[src/rtl/reset_sequencer.sv]
// Reset sequencer: synchronizes the power-on reset, debounces a soft-reset button and
// releases per-domain resets lowest index first, optionally waiting for each domain's ACK.
//
// state    | meaning
// HOLD     | all outputs asserted, counting the hold time
// RELEASE  | not a resident state: the edge that clears RST_OUT[k] and enters WAIT_DLY
// WAIT_DLY | counting DELAY after stage k was released
// WAIT_ACK | waiting up to TIMEOUT cycles for ACK[k]
// RUN      | all stages released and complete
module reset_sequencer #(
    parameter int STAGES   = 3,
    parameter int HOLD     = 10,
    parameter int DELAY    = 40,
    parameter int DEBOUNCE = 16,
    parameter int TIMEOUT  = 100,
    parameter logic [STAGES-1:0] ACK_MASK = '0,
    localparam int SW = $clog2(STAGES + 1)
) (
    input  logic              CLK,
    input  logic              RST,
    input  logic              BTN,
    input  logic [STAGES-1:0] ACK,
    output logic [STAGES-1:0] RST_OUT,
    output logic              READY,
    output logic              ERR,
    output logic [SW-1:0]     STAGE
);
    localparam int KW   = (STAGES > 1) ? $clog2(STAGES) : 1;
    localparam int MAXC = (HOLD > DELAY) ? ((HOLD > TIMEOUT) ? HOLD : TIMEOUT)
                                         : ((DELAY > TIMEOUT) ? DELAY : TIMEOUT);
    localparam int CW   = $clog2(MAXC + 1);
    localparam int DW   = $clog2(DEBOUNCE + 1);
    localparam logic [DW-1:0] DB_LAST = DW'(DEBOUNCE - 1);

    localparam logic [1:0] S_HOLD = 2'd0;
    localparam logic [1:0] S_DLY  = 2'd1;
    localparam logic [1:0] S_ACK  = 2'd2;
    localparam logic [1:0] S_RUN  = 2'd3;

    logic [1:0]    rst_sync;
    logic          rst_ok;
    logic [1:0]    btn_sync;
    logic          btn_s;
    logic [DW-1:0] db_cnt;
    logic          armed;
    logic          press;
    logic [1:0]    state;
    logic [CW-1:0] cnt;
    logic [KW-1:0] k;
    logic [KW-1:0] rel_idx;
    logic          done;
    logic          timed_out;
    logic          last;
    logic          start;

    assign rst_ok = rst_sync[1];
    assign btn_s  = btn_sync[1];

    always_ff @(posedge CLK or negedge RST) begin
        if (!RST) rst_sync <= 2'b00;
        else      rst_sync <= {rst_sync[0], 1'b1};
    end

    // While armed the counter measures a high run; after a press it measures the low run needed to re-arm.
    always_ff @(posedge CLK or negedge RST) begin
        if (!RST) begin
            btn_sync <= 2'b00;
            db_cnt   <= '0;
            armed    <= 1'b1;
            press    <= 1'b0;
        end else begin
            btn_sync <= {btn_sync[0], BTN};
            press    <= 1'b0;
            if (armed ? !btn_s : btn_s) begin
                db_cnt <= '0;
            end else if (db_cnt == DB_LAST) begin
                db_cnt <= '0;
                armed  <= !armed;
                press  <= armed;
            end else begin
                db_cnt <= db_cnt + DW'(1);
            end
        end
    end

    always_comb begin
        done      = 1'b0;
        timed_out = 1'b0;
        case (state)
            S_DLY: done = (cnt == '0) && (!ACK_MASK[k] || ACK[k]);
            S_ACK: begin
                timed_out = !ACK[k] && (cnt == '0);
                done      = ACK[k] || (cnt == '0);
            end
            default: ;
        endcase
    end

    assign last    = (k == KW'(STAGES - 1));
    assign start   = (state == S_HOLD) && (cnt == '0);
    assign rel_idx = start ? '0 : k + KW'(1);

    always_ff @(posedge CLK or negedge RST) begin
        if (!RST) begin
            state   <= S_HOLD;
            cnt     <= CW'(HOLD - 1);
            k       <= '0;
            RST_OUT <= '1;
            READY   <= 1'b0;
            ERR     <= 1'b0;
            STAGE   <= '0;
        end else if (rst_ok) begin
            // A registered press outranks any completion on the same edge; ERR survives it.
            if (timed_out && !press) ERR <= 1'b1;
            if (press) begin
                state   <= S_HOLD;
                cnt     <= CW'(HOLD - 1);
                k       <= '0;
                RST_OUT <= '1;
                READY   <= 1'b0;
                STAGE   <= '0;
            end else if (start || (done && !last)) begin
                RST_OUT[rel_idx] <= 1'b0;
                STAGE            <= SW'(rel_idx);
                k                <= rel_idx;
                state            <= S_DLY;
                cnt              <= CW'(DELAY - 1);
            end else if (done) begin
                state <= S_RUN;
                READY <= 1'b1;
                STAGE <= SW'(STAGES);
            end else if (state == S_DLY && cnt == '0) begin
                state <= S_ACK;
                cnt   <= CW'(TIMEOUT - 1);
            end else if (state != S_RUN) begin
                cnt <= cnt - CW'(1);
            end
        end
    end
endmodule

[config.mk]
export PLATFORM = sky130hd
export DESIGN_NAME = reset_sequencer
export DESIGN_NICKNAME = d
export VERILOG_FILES = /design/src/rtl/reset_sequencer.sv
export SDC_FILE = /design/constraint.sdc
export NUM_CORES = 1
export LEC_CHECK = 0
export CAP_MARGIN = 20
export CORE_ASPECT_RATIO = 1.25
export CORE_UTILIZATION = 51
export CTS_BUF_LIST = sky130_fd_sc_hd__clkbuf_16
export CTS_CLUSTER_SIZE = 25
export DETAILED_ROUTE_END_ITERATION = 6
export MAX_ROUTING_LAYER = met4
export PLACE_DENSITY = 0.74
export SLEW_MARGIN = 20
export SYNTH_ARGS = -nofsm -noshare
export SYNTH_HDL_FRONTEND = slang
export SYNTH_SLANG_ARGS = --single-unit
[constraint.sdc]
create_clock -name CLK -period 2.27 [get_ports CLK]
set_clock_uncertainty 0.05 [all_clocks]
set_input_delay 0.681 -clock CLK [delete_from_list [all_inputs] [get_ports CLK]]
set_output_delay 0.681 -clock CLK [all_outputs]
set_load 0.05 [all_outputs]
# [Yosys cells after proc, flatten, opt, wreduce, memory -nomap -nowiden]
# Index checks and enable logic that the tools add are counted.
[classes] n_addsub=3 order_cmp=3 n_eq_ne=7 mux=33 n_bitwise=3 n_reduce_logical=30
[ops] op="2-to-1 mux 7 bit" n=5
[ops] op="2-to-1 mux 2 bit" n=10
[ops] op="2-to-1 mux 1 bit" n=10
[ops] op="2-to-1 mux 5 bit" n=2
[ops] op="AND reduction 2 bit" n=5
[ops] op="nonzero test 4 bit" n=2
[ops] op="logical AND 1 bit" n=7
[ops] op="logical NOT 7 bit" n=1
[ops] op="subtractor 7 x 1 -> 7 bit, second input constant" n=1
[ops] op="logical NOT 1 bit" n=6
[ops] op="less-than comparator 2 x 3 -> 1 bit, second input constant" n=2
[ops] op="2-to-1 mux 3 bit" n=2
[ops] op="AND reduction 3 bit" n=2
[ops] op="adder 5 x 1 -> 5 bit, second input constant" n=1
[ops] op="== test 5 x 4 -> 1 bit, second input constant" n=1
[ops] op="binary-select mux 1 bit (select 2 bit)" n=2
[ops] op="== test 2 bit, second input constant" n=2
[ops] op="!= test 2 bit, second input constant" n=2
[ops] op="nonzero test 2 bit" n=2
[ops] op="bitwise AND 3 bit" n=1
[ops] op="logical OR 1 bit" n=3
[ops] op="!= test 3 x 2 -> 1 bit, second input constant" n=1
[ops] op="NOT 3 bit" n=1
[ops] op="nonzero test 3 bit" n=1
[ops] op="other kinds (7)" n=7
[word_totals] regBits=29 out_inout_bits=7 word_cells=91

# [Logic depth before layout (Yosys ltp)]
# Gate-level depths: netlist of run 1.
[depth] ltp_word=11 ltp_mapped=8 mapped_depth_nobuf=7

# [Worst setup path after synthesis of run 1]
# OpenSTA, ideal clock, no wires.
[synth_path] kind="reg2reg" start="register cnt[0]" end="register cnt[4]" t_arrival_ns=2.035 t_required_ns=2.094 setup_slack_ns=0.059 path_stages_with_launch=8 path_buffers=0 path_cell_list="dfstp_2 inv_1 ha_1 or4b_4 o31a_4 nand4bb_4 nand3_4 a221o_1"
[synth_via] elab_chain_len=7 word_cells_on_any_way=17 cone_classes="add/sub: 1; eq/ne: 1; mux: 6; reduce/logical: 9"
[synth_lines] item="from (decl)" line="48" source="logic [CW-1:0] cnt;"
[synth_lines] item="from (signal assigned)" line="106" source="cnt <= CW'(HOLD - 1);"
[synth_lines] item="from (signal assigned)" line="117" source="cnt <= CW'(HOLD - 1);"
[synth_lines] item="from (signal assigned)" line="127" source="cnt <= CW'(DELAY - 1);"
[synth_lines] item="parallel branches: the longest is 7 deep, another holds subtractor 7 x 1 -> 7 bit"
# Parallel ways; which one is timed is not known. The select of a mux whose other input is x is not followed.
# A chain may end at the register's enable or synchronous reset.

# [Worst setup path in the final report of run 1]
[layout_path] start="input ACK[2]" end="register cnt[4]"
[layout_via] elab_chain_len=9 word_cells_on_any_way=13 cone_classes="eq/ne: 1; mux: 5; reduce/logical: 7"
[layout_lines] item="from (decl)" line="22" source="input logic [STAGES-1:0] ACK,"
[layout_lines] item="binary-select mux 1 bit (select 2 bit) (*)" line="90, 93"
[layout_lines] item="2-to-1 mux 1 bit (implied by the code) (*)" line="90, 93"
[layout_lines] item="logical OR 1 bit" line="90" source="S_DLY: done = (cnt == '0) && (!ACK_MASK[k] || ACK[k]);"
[layout_lines] item="logical AND 1 bit" line="90"
[layout_lines] item="one-hot mux 1 bit (2 select lines) (*)" line="89" source="case (state)"
[layout_lines] item="logical AND 1 bit" line="122" source="end else if (start || (done && !last)) begin"
[layout_lines] item="logical OR 1 bit" line="122"
[layout_lines] item="!= test 3 x 2 -> 1 bit (no line), or another cell as far along"
[layout_lines] item="AND reduction 3 bit (no line) or 2-to-1 mux 7 bit (tied branches)"
[layout_lines] item="to (signal assigned)" line="127"
[layout_lines] item="to (signal assigned)" line="134" source="cnt <= CW'(TIMEOUT - 1);"
[layout_lines] item="to (signal assigned)" line="136" source="cnt <= cnt - CW'(1);"
# Every way passes the cells marked *; elsewhere a longest branch is shown, timed or not. The select of a mux whose other input is x is not followed.

==> out/metrics.json, run 1 <==
{
  "cts.clk_slew.worst_paths": {"value": 0.05, "unit": "ns"},
  "tightestPinTransition": {"value": 0.685, "unit": "ns"},
  "synth_top_cell_by_area": {"value": "sky130_fd_sc_hd__dfrtp_1"},
  "number_of_standard_cells_after_synthesis": {"value": 158},
  "worstSetupPathType": {"value": "primary input to flop"},
  "final.hold.worst_slack": {"value": 0.305, "unit": "ns"},
  "timing.critical_path.from_type": {"value": "primary input"},
  "ctsLongestPathBuffers": {"value": 2},
  "arrival": {"value": 2.41, "unit": "ns"},
  "hp-start": {"value": "rst_sync[0]$_DFF_PN0_"},
  "critical_path.max_fanout": {"value": 6},
  "synthesis.yosys.warnings": {"value": 0},
  "pin_count": {"value": 13},
  "source_to_sink_clock_delay_at_the_later_pin_of_the_worst_skew_pair": {"value": 0.28, "unit": "ns"},
  "min_delay_path_depth": {"value": 0},
  "timing.hold.worst_endpoint": {"value": "rst_sync[1]$_DFF_PN0_"},
  "cap_violations": {"value": 0},
  "reg2reg_to": {"value": "cnt[4]$_DFFE_PN0P_"},
  "dp_cells": {"value": 215},
  "fmax": {"value": 434, "unit": "MHz"},
  "routed_wirelength": {"value": 3.89, "unit": "mm"},
  "timing.critical_path.to_type": {"value": "flop"},
  "routabilityCongestion": {"value": 0.856},
  "power.static_leakage": {"value": 0.946, "unit": "nW"},
  "chipWidth": {"value": 52.6, "unit": "um"},
  "status": {"value": "finished, violations left"},
  "min-delay-path-class": {"value": "flop to flop"},
  "initial_core_util": {"value": 0.545},
  "critical_path.reg2reg.startpoint": {"value": "cnt[0]$_DFFE_PN1P_"},
  "final_antenna_net_count": {"value": 0},
  "numCtsBuffers": {"value": 5},
  "net-switching-power": {"value": 0.979, "unit": "mW"},
  "floorplan.die_area": {"value": 0.00344, "unit": "mm2"},
  "synth.yosys.seq_area_share": {"value": 0.448},
  "r2r_slack": {"value": 0, "unit": "ns"},
  "global_route_wire_length_before_repair": {"value": 6.29, "unit": "mm"},
  "site_rows": {"value": 22},
  "ys_types": {"value": 58},
  "power_frac_seq": {"value": 0.297},
  "antenna_found_initial": {"value": 0},
  "die_height": {"value": 65.3, "unit": "um"},
  "syn_area_per_cell": {"value": 10.4, "unit": "um2"},
  "cts-htree-levels": {"value": 2},
  "finalWorstSetupSlack": {"value": -0.0319, "unit": "ns"},
  "grt_max_degree": {"value": 30},
  "timing.reg2reg.worst_path_depth": {"value": 7},
  "vias": {"value": 1320},
  "area_delta_synth_final": {"value": 29.6, "unit": "%"},
  "synth_enable_flop_cells": {"value": 0},
  "overflow": {"value": 0},
  "antenna_cells_inserted": {"value": 0},
  "p_comb_frac": {"value": 0.427},
  "placeableCoreArea": {"value": 0.00300, "unit": "mm2"},
  "drt_iter0_markers": {"value": 43},
  "hold_violations": {"value": 0},
  "routedWlPerCell": {"value": 17.3, "unit": "um"},
  "finish.cell_count_without_fillers": {"value": 225},
  "detail_route.vias_per_cell": {"value": 5.87},
  "hpwl": {"value": 2.61, "unit": "mm"},
  "finalSetupViolations": {"value": 2},
  "clock_power_share": {"value": 0.277},
  "peakVddDrop": {"value": 1020, "unit": "uV"},
  "grt_util_all_layers": {"value": 0.265},
  "period_utilisation_layout": {"value": 1.01},
  "mappedNetlistArea": {"value": 0.00164, "unit": "mm2"},
  "clkSinkCount": {"value": 29},
  "final_max_slew_viol_count": {"value": 0},
  "critPathRequiredTime": {"value": 2.38, "unit": "ns"},
  "grt_setup_unrepaired": {"value": "yes"},
  "yosys.area.top_type_share": {"value": 0.352},
  "power_per_cell_area": {"value": 1260, "unit": "mW/mm2"},
  "number_of_global_route_vias_before_repair": {"value": 1425},
  "dr.pass1.iters": {"value": 4},
  "fin_setup_tns": {"value": -0.0319, "unit": "ns"},
  "max_slew_margin": {"value": 0.543},
  "total_number_of_nets_in_the_final_design": {"value": 201},
  "failed_checks": {"value": "setup timing"},
  "timing.final.crit_period": {"value": 2.30, "unit": "ns"},
  "synth_area_leaders": {"value": "sky130_fd_sc_hd__dfrtp_1, sky130_fd_sc_hd__dfstp_2, sky130_fd_sc_hd__ha_1"},
  "detail_route.drc_violations": {"value": 0},
  "buffer_ports.inserted": {"value": 12},
  "async_set_or_reset_register_ratio_after_synthesis": {"value": 1.00},
  "root_buffer_selected_by_cts": {"value": "sky130_fd_sc_hd__clkbuf_16"},
  "syn-num-nets": {"value": 171},
  "internal-power": {"value": 1.70, "unit": "mW"},
  "swShare": {"value": 0.365},
  "synth.ff_latch_count": {"value": 29},
  "drive_above_1_share": {"value": 0.275},
  "dominantRegCellSynth": {"value": "sky130_fd_sc_hd__dfrtp_1"},
  "cts_tree": {"value": "built"}
}
## worst max-delay path, stage by stage
cell and delay (ns):
sky130_fd_sc_hd__clkdlybuf4s50_1 0.46, sky130_fd_sc_hd__mux2i_1 0.08, sky130_fd_sc_hd__mux2i_1 0.42, sky130_fd_sc_hd__o22ai_2 0.24
sky130_fd_sc_hd__and3_1 0.23, sky130_fd_sc_hd__a221o_1 0.30
## per-stage QoR
stage                      util  area [um2]  total power [mW]  worst slack [ns]
after floorplan               -        1640              1.46            0.0588
after global placement    0.624        1870              1.77            -0.215
after detailed placement  0.624        1870              1.81            -0.345
after CTS                 0.689        2070              2.60            0.0108
after global routing      0.706        2120              2.80           -0.0789
final                     0.706        2120              2.68           -0.0319
## flip-flops by register name, summed over array words and instances, names as in the netlist, 2 cells and up
| signal | flops |
|---|---|
| cnt | 7 |
| state | 2 |
| rst_sync | 2 |
| RST_OUT | 3 |
| k | 2 |
| STAGE | 2 |
| db_cnt | 5 |
| btn_sync | 2 |
## cell families after synthesis
logic type               count (synthesis)  synth area share
AND/OR/NAND/NOR                         55             0.208
AO/OA/AOI/OAI                           43             0.204
buffers and inverters                   16            0.0428
multiplexers                             4            0.0252
XOR/XNOR                                 3            0.0161
adder cells (fa/ha/maj)                  7            0.0536
flip-flops                              29             0.448
other                                    1           0.00229
## cell usage after synthesis (all sizes together), types with 4 or more instances
| master | number |
|---|---|
| a21oi | 9 |
| and3 | 5 |
| dfrtp | 23 |
| dfstp | 6 |
| ha | 7 |
| inv | 10 |
| nand2 | 5 |
| nand2b | 4 |
| nand3 | 7 |
| nor2 | 12 |
| nor3 | 4 |
| o21ai | 6 |
## power groups by stage
stage	Sequential, mW	Clock (mW)	Combinational [mW]
finish	0.794	0.741	1.14
global route	0.810	0.763	1.23
CTS	0.789	0.752	1.06
detailed placement	0.792	0	1.02
global placement	0.783	0	0.985
floorplan	0.909	0	0.552
## routing by layer
metal | track usage | up-vias | part of all wire | wire length [um]
met4 | 0.138 | 0 | 0.022 | 85
met3 | 0.0671 | 10 | 0.042 | 163
met1 | 0.277 | 638 | 0.42 | 1620
li1 | - | 639 | - | -
met2 | 0.449 | 33 | 0.52 | 2020
met5 | - | - | 0 | 0
## how the worst max path moves through the flow
stage                              start                  to  slack (ns)
floorplan             cnt[0]$_DFFE_PN1P_  cnt[4]$_DFFE_PN0P_        0.06
detailed placement                ACK[2]   READY$_DFFE_PN0P_       -0.35
global placement                  ACK[2]  cnt[4]$_DFFE_PN0P_       -0.22
finish                            ACK[2]  cnt[4]$_DFFE_PN0P_       -0.03
global route                      ACK[0]  cnt[4]$_DFFE_PN0P_       -0.08
CTS                 state[0]$_DFFE_PN0P_  cnt[4]$_DFFE_PN0P_        0.01
## area by class of cell
type	count	area, um2
flip-flops and latches	29	733
repair buffers	29	244
inverters	10	37.5
clock buffers	5	125
clock inverters	3	41.3
fillers	224	881
multi-input cells	113	893
well taps	36	45.0
## what timing repair did
item / 4_1_cts / 5_1_grt
setup buffers: 0 / 2
pin swaps: 3 / 1
hold endpoints to repair: 0 / 0
hold buffers: 0 / 0
setup endpoints to repair: 12 / 11
resized for setup: 6 / 8
## cell usage in the layout (no fill, tap or decap), drive strengths merged, types with 4 or more instances in the layout
| cell | netlist | final |
|---|---|---|
| nor3 | 4 | 4 |
| dfrtp | 23 | 23 |
| nor2 | 12 | 12 |
| o21ai | 6 | 6 |
| nand2 | 5 | 5 |
| clkbuf | 3 | 5 |
| clkdlybuf4s50 | 0 | 9 |
| ha | 7 | 7 |
| nand2b | 4 | 4 |
| and3 | 5 | 5 |
| buf | 3 | 20 |
| dfstp | 6 | 6 |
| a21oi | 9 | 9 |
| inv | 10 | 10 |
| nand3 | 7 | 7 |
Power figures use the tool's default switching activity.
==> inputs of run 2 (changes only) <==
--- a/constraint.sdc
+++ b/constraint.sdc
@@ -4,2 +4,2 @@
 set_output_delay 0.681 -clock CLK [all_outputs]
-set_load 0.05 [all_outputs]
+set_load 0.1 [all_outputs]
==> run 2 against run 1 <==
  * The run now ends clean
  * Combinational power rose by 14%
  * Critical path depth rose by 1
  * Die area did not move
==> out/metrics.json, run 2 (synthesis gave the netlist of run 1 again) <==
{
  "fillerInstances": {"value": 211},
  "dp_slack": {"value": -0.260, "unit": "ns"},
  "hold_violations": {"value": 0},
  "critical_path.startpoint": {"value": "cnt[1]$_DFFE_PN0P_"},
  "critPathCapture": {"value": "cnt[4]$_DFFE_PN0P_"},
  "dp_cells": {"value": 214},
  "antenna_found_initial": {"value": 0},
  "peakVddDrop": {"value": 1080, "unit": "uV"},
  "timing.critical_path.from_type": {"value": "flop"},
  "cts-htree-levels": {"value": 2},
  "antenna_cells_inserted": {"value": 0},
  "layout.cell_area.non_filler": {"value": 0.00210, "unit": "mm2"},
  "status": {"value": "completed"},
  "root_buffer_selected_by_cts": {"value": "sky130_fd_sc_hd__clkbuf_16"},
  "chipWidth": {"value": 52.6, "unit": "um"},
  "fin_setup_tns": {"value": 0, "unit": "ns"},
  "detail_route.wirelength.met1": {"value": 1.47, "unit": "mm"},
  "critical_path.slowest_cell": {"value": "sky130_fd_sc_hd__or4b_4"},
  "critical_path.n_buffers_inverters": {"value": 1},
  "arrival": {"value": 2.35, "unit": "ns"},
  "min-delay-path-class": {"value": "flop to flop"},
  "fmax": {"value": 445, "unit": "MHz"},
  "layout.area.seq": {"value": 733, "unit": "um2"},
  "dr.pass1.iters": {"value": 4},
  "routedWlPerCell": {"value": 17.7, "unit": "um"},
  "global_route_wire_length_before_repair": {"value": 6.39, "unit": "mm"},
  "cts_tree": {"value": "built"},
  "routed_wirelength": {"value": 3.94, "unit": "mm"},
  "finalWorstSetupSlack": {"value": 0.0229, "unit": "ns"},
  "die_height": {"value": 65.3, "unit": "um"},
  "layout_top_registers": {"value": "cnt (7), db_cnt (5), RST_OUT (3)"},
  "multi_input_area": {"value": 881, "unit": "um2"},
  "grt_setup_unrepaired": {"value": "yes"},
  "buffer_ports.inserted": {"value": 12},
  "drt_iter0_markers": {"value": 89},
  "routabilityCongestion": {"value": 0.953},
  "hpwl": {"value": 2.64, "unit": "mm"},
  "most_common_cell_after_layout_fill_and_taps_aside": {"value": "sky130_fd_sc_hd__dfrtp_1"},
  "layout_common_cells": {"value": "sky130_fd_sc_hd__dfrtp_1, sky130_fd_sc_hd__buf_4, sky130_fd_sc_hd__nor2_1, sky130_fd_sc_hd__a21oi_1, sky130_fd_sc_hd__inv_1"},
  "cts.clk_slew.worst_paths": {"value": 0.05, "unit": "ns"},
  "topRoutingLayerUsed": {"value": "met4"},
  "final_antenna_net_count": {"value": 0},
  "overflow": {"value": 0},
  "timing.critical_path.cells": {"value": "inv_2 > ha_4 > or4b_4 > o31a_4 > nand4bb_4 > nand3_4 > a221o_1"},
  "power.static_leakage": {"value": 0.951, "unit": "nW"},
  "timing.critical_path.slowest_cell_delay": {"value": 0.50, "unit": "ns"},
  "postPlaceCellArea": {"value": 0.00189, "unit": "mm2"},
  "pin_count": {"value": 13},
  "area_delta_synth_final": {"value": 28.2, "unit": "%"},
  "critical_path_depth": {"value": 7},
  "power_per_cell_area": {"value": 1310, "unit": "mW/mm2"},
  "critical_path.reg2reg.startpoint": {"value": "cnt[1]$_DFFE_PN0P_"},
  "r2r_slack": {"value": 0.02, "unit": "ns"},
  "timing.final.crit_period": {"value": 2.25, "unit": "ns"},
  "number_of_global_route_vias_before_repair": {"value": 1350},
  "route.met2.wl": {"value": 2.13, "unit": "mm"},
  "dr_wl_met3": {"value": 209, "unit": "um"},
  "placeableCoreArea": {"value": 0.00300, "unit": "mm2"},
  "source_to_sink_clock_delay_at_the_later_pin_of_the_worst_skew_pair": {"value": 0.28, "unit": "ns"},
  "total_number_of_nets_in_the_final_design": {"value": 199},
  "clkSinkCount": {"value": 29},
  "critPathRequiredTime": {"value": 2.38, "unit": "ns"},
  "finalSetupViolations": {"value": 0},
  "drive_above_1_share": {"value": 0.294},
  "cp_top_family": {"value": "simple AND/OR/NAND/NOR gates"},
  "vias": {"value": 1341},
  "ctsLongestPathBuffers": {"value": 2},
  "timing.reg2reg.worst_path_depth": {"value": 7},
  "grt_max_degree": {"value": 30},
  "finish.cell_count_without_fillers": {"value": 223},
  "floorplan.die_area": {"value": 0.00344, "unit": "mm2"},
  "tightestPinTransition": {"value": 0.669, "unit": "ns"},
  "period_utilisation_layout": {"value": 0.990},
  "site_rows": {"value": 22},
  "max_slew_margin": {"value": 0.554},
  "registers.top_by_ff_count": {"value": "cnt"},
  "timing.critical_path.to_type": {"value": "flop"},
  "critical_path.max_fanout": {"value": 5},
  "detail_route.vias_per_cell": {"value": 6.01},
  "numCtsBuffers": {"value": 5},
  "cap_violations": {"value": 0},
  "worstSetupPathType": {"value": "flop to flop"},
  "reg2reg_to": {"value": "cnt[4]$_DFFE_PN0P_"},
  "fin_util": {"value": 0.698},
  "final_max_slew_viol_count": {"value": 0},
  "grt_util_all_layers": {"value": 0.276},
  "detail_route.drc_violations": {"value": 0},
  "largest_reg_flops": {"value": 7},
  "initial_core_util": {"value": 0.545}
}
## run 2: cell types whose count changed in the layout (fill, tap and decap cells not counted), moves of 2 or more
| cell | previous run | this run |
|---|---|---|
| sky130_fd_sc_hd__clkdlybuf4s50_1 | 9 | 5 |
| sky130_fd_sc_hd__buf_12 | 0 | 3 |
| sky130_fd_sc_hd__inv_1 | 10 | 8 |
| sky130_fd_sc_hd__inv_2 | 0 | 2 |
## run 2: layout make-up
cell class / instances / area share
well taps: 36 / 0.0215
flip-flops and latches: 29 / 0.350
multi-input cells: 113 / 0.420
repair buffers: 27 / 0.122
clock buffers: 5 / 0.0597
inverters: 10 / 0.0179
clock inverters: 3 / 0.00836
## run 2: where the power goes
part           total (mW)  switching [mW]  internal, mW  leakage (nW)
clock               0.630           0.229         0.401        0.0712
sequential          0.814           0.144         0.670         0.343
combinational        1.30           0.772         0.529         0.537
## run 2: routing by layer
metal / vias to the layer above / GRT usage
met3: 15 / 0.0903
met2: 54 / 0.432
met1: 641 / 0.304
li1: 631 / -
met4: 0 / 0.155
met5: - / -
## run 2: how the worst min path moves through the flow
stage | slack, ns | end | cells past startpoint | from
3_5_place_dp | 0.29 | btn_sync[1]$_DFF_PN0_ | 0 | btn_sync[0]$_DFF_PN0_
6_report | 0.31 | rst_sync[1]$_DFF_PN0_ | 0 | rst_sync[0]$_DFF_PN0_
3_3_place_gp | 0.28 | rst_sync[1]$_DFF_PN0_ | 0 | rst_sync[0]$_DFF_PN0_
5_1_grt | 0.32 | rst_sync[1]$_DFF_PN0_ | 0 | rst_sync[0]$_DFF_PN0_
2_1_floorplan | 0.28 | btn_sync[1]$_DFF_PN0_ | 0 | btn_sync[0]$_DFF_PN0_
4_1_cts | 0.31 | rst_sync[1]$_DFF_PN0_ | 0 | rst_sync[0]$_DFF_PN0_
## run 2: repair_timing
item / CTS / global route
setup endpoints to repair: 8 / 7
gates resized for setup: 7 / 6
pin swaps: 3 / 1
setup buffers: 0 / 1
hold buffers: 0 / 0
## run 2: through the flow
| step | power [mW] | hold WS, ns |
|---|---|---|
| 2_1_floorplan | 1.62 | 0.281 |
| 3_3_place_gp | 1.95 | 0.285 |
| 3_5_place_dp | 1.99 | 0.292 |
| 4_1_cts | 2.70 | 0.315 |
| 5_1_grt | 2.89 | 0.316 |
| 6_report | 2.74 | 0.312 |
==> inputs of run 3 (changes only) <==
Settings changed: CORE_MARGIN set to 1.5, CORE_UTILIZATION 51 to 57, PLACE_DENSITY 0.74 to 0.78.
Clock period 2.27 ns to 2.25 ns, I/O delays scaled along.
==> run 3 against run 2 <==
  * Largest cell class unchanged
  * Flip-flop and latch count unchanged
  * Maximum frequency decreased by 1.4%
  * First-iteration DRC count decreased by 19%
  * Hold slack got worse by 0.0066 ns
  * Via count increased by 0.30%
  * The flow now finishes with violations (setup timing)
  * Count of clock-buffer cells in the layout unchanged
==> out/metrics.json, run 3 (synthesis gave the netlist of run 1 again) <==
{
  "status": {"value": "finished, violations left"},
  "failed_checks": {"value": "setup timing"},
  "timing.final.crit_period": {"value": 2.28, "unit": "ns"},
  "numCtsBuffers": {"value": 5},
  "critical_path.max_fanout": {"value": 5},
  "finalSetupViolations": {"value": 1},
  "power_per_cell_area": {"value": 1300, "unit": "mW/mm2"},
  "placeableCoreArea": {"value": 0.00271, "unit": "mm2"},
  "dr.pass1.iters": {"value": 4},
  "buffer_ports.inserted": {"value": 12},
  "r2r_slack": {"value": -0.03, "unit": "ns"},
  "cts_tree": {"value": "built"},
  "detail_route.drc_violations": {"value": 0},
  "vias": {"value": 1345},
  "number_of_global_route_vias_before_repair": {"value": 1418},
  "source_to_sink_clock_delay_at_the_later_pin_of_the_worst_skew_pair": {"value": 0.27, "unit": "ns"},
  "most_common_cell_after_layout_fill_and_taps_aside": {"value": "sky130_fd_sc_hd__dfrtp_1"},
  "final.hold.worst_slack": {"value": 0.305, "unit": "ns"},
  "peakVddDrop": {"value": 1510, "unit": "uV"},
  "hold_violations": {"value": 0},
  "registers.top_by_ff_count": {"value": "cnt"},
  "dp_cells": {"value": 213},
  "max_slew_margin": {"value": 0.573},
  "fin_util": {"value": 0.783},
  "min-delay-path-class": {"value": "flop to flop"},
  "die_height": {"value": 62.9, "unit": "um"},
  "hpwl": {"value": 2.60, "unit": "mm"},
  "min_delay_path_depth": {"value": 0},
  "clkSinkCount": {"value": 29},
  "floorplan.die_area": {"value": 0.00320, "unit": "mm2"},
  "hp-start": {"value": "rst_sync[0]$_DFF_PN0_"},
  "finalWorstSetupSlack": {"value": -0.0292, "unit": "ns"},
  "finish.cell_count_without_fillers": {"value": 223},
  "ctsLongestPathBuffers": {"value": 2},
  "drive_above_1_share": {"value": 0.323},
  "power.static_leakage": {"value": 0.958, "unit": "nW"},
  "cap_violations": {"value": 0},
  "drt_iter0_markers": {"value": 72},
  "final_max_slew_viol_count": {"value": 0},
  "area_delta_synth_final": {"value": 29.5, "unit": "%"},
  "antenna_found_initial": {"value": 0},
  "cts-htree-levels": {"value": 2},
  "timing.reg2reg.worst_path_depth": {"value": 7},
  "layout_common_cells": {"value": "sky130_fd_sc_hd__dfrtp_1, sky130_fd_sc_hd__buf_4, sky130_fd_sc_hd__nor2_1, sky130_fd_sc_hd__a21oi_1, sky130_fd_sc_hd__inv_1"},
  "grt_util_all_layers": {"value": 0.283},
  "chipWidth": {"value": 50.9, "unit": "um"},
  "reg2reg_to": {"value": "cnt[4]$_DFFE_PN0P_"},
  "root_buffer_selected_by_cts": {"value": "sky130_fd_sc_hd__clkbuf_16"},
  "timing.hold.worst_endpoint": {"value": "rst_sync[1]$_DFF_PN0_"},
  "overflow": {"value": 0},
  "tightestPinTransition": {"value": 0.641, "unit": "ns"},
  "fmax": {"value": 439, "unit": "MHz"},
  "total_number_of_nets_in_the_final_design": {"value": 201},
  "layout_top_registers": {"value": "cnt (7), db_cnt (5), RST_OUT (3)"},
  "layout.cell_area.non_filler": {"value": 0.00212, "unit": "mm2"},
  "detail_route.vias_per_cell": {"value": 6.03},
  "postPlaceCellArea": {"value": 0.00190, "unit": "mm2"},
  "routed_wirelength": {"value": 3.83, "unit": "mm"},
  "routedWlPerCell": {"value": 17.2, "unit": "um"},
  "grt_setup_unrepaired": {"value": "yes"},
  "global_route_wire_length_before_repair": {"value": 6.60, "unit": "mm"},
  "timing.critical_path.to_type": {"value": "flop"},
  "fin_setup_tns": {"value": -0.0292, "unit": "ns"},
  "period_utilisation_layout": {"value": 1.01},
  "critical_path.reg2reg.startpoint": {"value": "cnt[1]$_DFFE_PN0P_"},
  "largest_reg_flops": {"value": 7},
  "pin_count": {"value": 13},
  "final_antenna_net_count": {"value": 0},
  "cts.clk_slew.worst_paths": {"value": 0.05, "unit": "ns"},
  "grt_max_degree": {"value": 30},
  "worstSetupPathType": {"value": "flop to flop"},
  "initial_core_util": {"value": 0.604},
  "site_rows": {"value": 21},
  "arrival": {"value": 2.38, "unit": "ns"},
  "critPathRequiredTime": {"value": 2.35, "unit": "ns"},
  "routabilityCongestion": {"value": 0.861},
  "antenna_cells_inserted": {"value": 0},
  "timing.critical_path.from_type": {"value": "flop"},
  "cts_hold_repair.buffers": {"value": 0}
}
## run 3: where the power goes
part	internal [mW]	switching (mW)	total, mW
sequential	0.676	0.138	0.814
combinational	0.531	0.775	1.31
clock	0.404	0.225	0.628
## run 3: how the worst max path moves through the flow
stage                               endpoint  slack, ns  depth (start not counted)          startpoint
after global routing      cnt[4]$_DFFE_PN0P_      -0.09                          7  cnt[1]$_DFFE_PN0P_
final                     cnt[4]$_DFFE_PN0P_      -0.03                          7  cnt[1]$_DFFE_PN0P_
after floorplan           cnt[4]$_DFFE_PN0P_       0.04                          7  cnt[0]$_DFFE_PN1P_
after detailed placement  cnt[2]$_DFFE_PN0P_      -0.31                          7              ACK[2]
after global placement    cnt[4]$_DFFE_PN0P_      -0.21                          6              ACK[2]
after CTS                 cnt[4]$_DFFE_PN0P_    -0.0003                          7  cnt[0]$_DFFE_PN1P_
## run 3: timing repair
action / in CTS / in global routing
cloned: 0 / 0
buffers inserted: 1 / 1
setup endpoints to repair: 8 / 13
gates resized for setup: 3 / 14
pin swaps: 2 / 4
## run 3: per-stage QoR
stage | setup slack (ns) | power, mW
after floorplan | 0.0388 | 1.64
final | -0.0292 | 2.75
after detailed placement | -0.309 | 2.00
after global routing | -0.0900 | 2.91
after global placement | -0.211 | 1.96
after CTS | -0.000251 | 2.68
## run 3: layout make-up
| class | instances | area [um2] |
|---|---|---|
| multi-input cells | 113 | 887 |
| repair buffers | 29 | 275 |
| flip-flops and latches | 29 | 733 |
| clock inverters | 3 | 17.5 |
| inverters | 10 | 37.5 |
| well taps | 34 | 42.5 |
| clock buffers | 5 | 125 |
| fillers | 175 | 588 |
## run 3: critical path, cell delays in order, from the launching register on
cell and delay (ns):
sky130_fd_sc_hd__dfrtp_1 0.38, sky130_fd_sc_hd__inv_2 0.07, sky130_fd_sc_hd__ha_4 0.14, sky130_fd_sc_hd__or4b_4 0.50, sky130_fd_sc_hd__o31a_4 0.39, sky130_fd_sc_hd__nand4bb_4 0.12
sky130_fd_sc_hd__nand3_4 0.12, sky130_fd_sc_hd__a221o_1 0.38
## run 3: layer usage
layer,share of wire,GRT usage,routed length (um)
met1,0.39,0.313,1510
met2,0.57,0.500,2180
met3,0.027,0.0598,104
met4,0.011,0.0845,42
met5,0,-,0
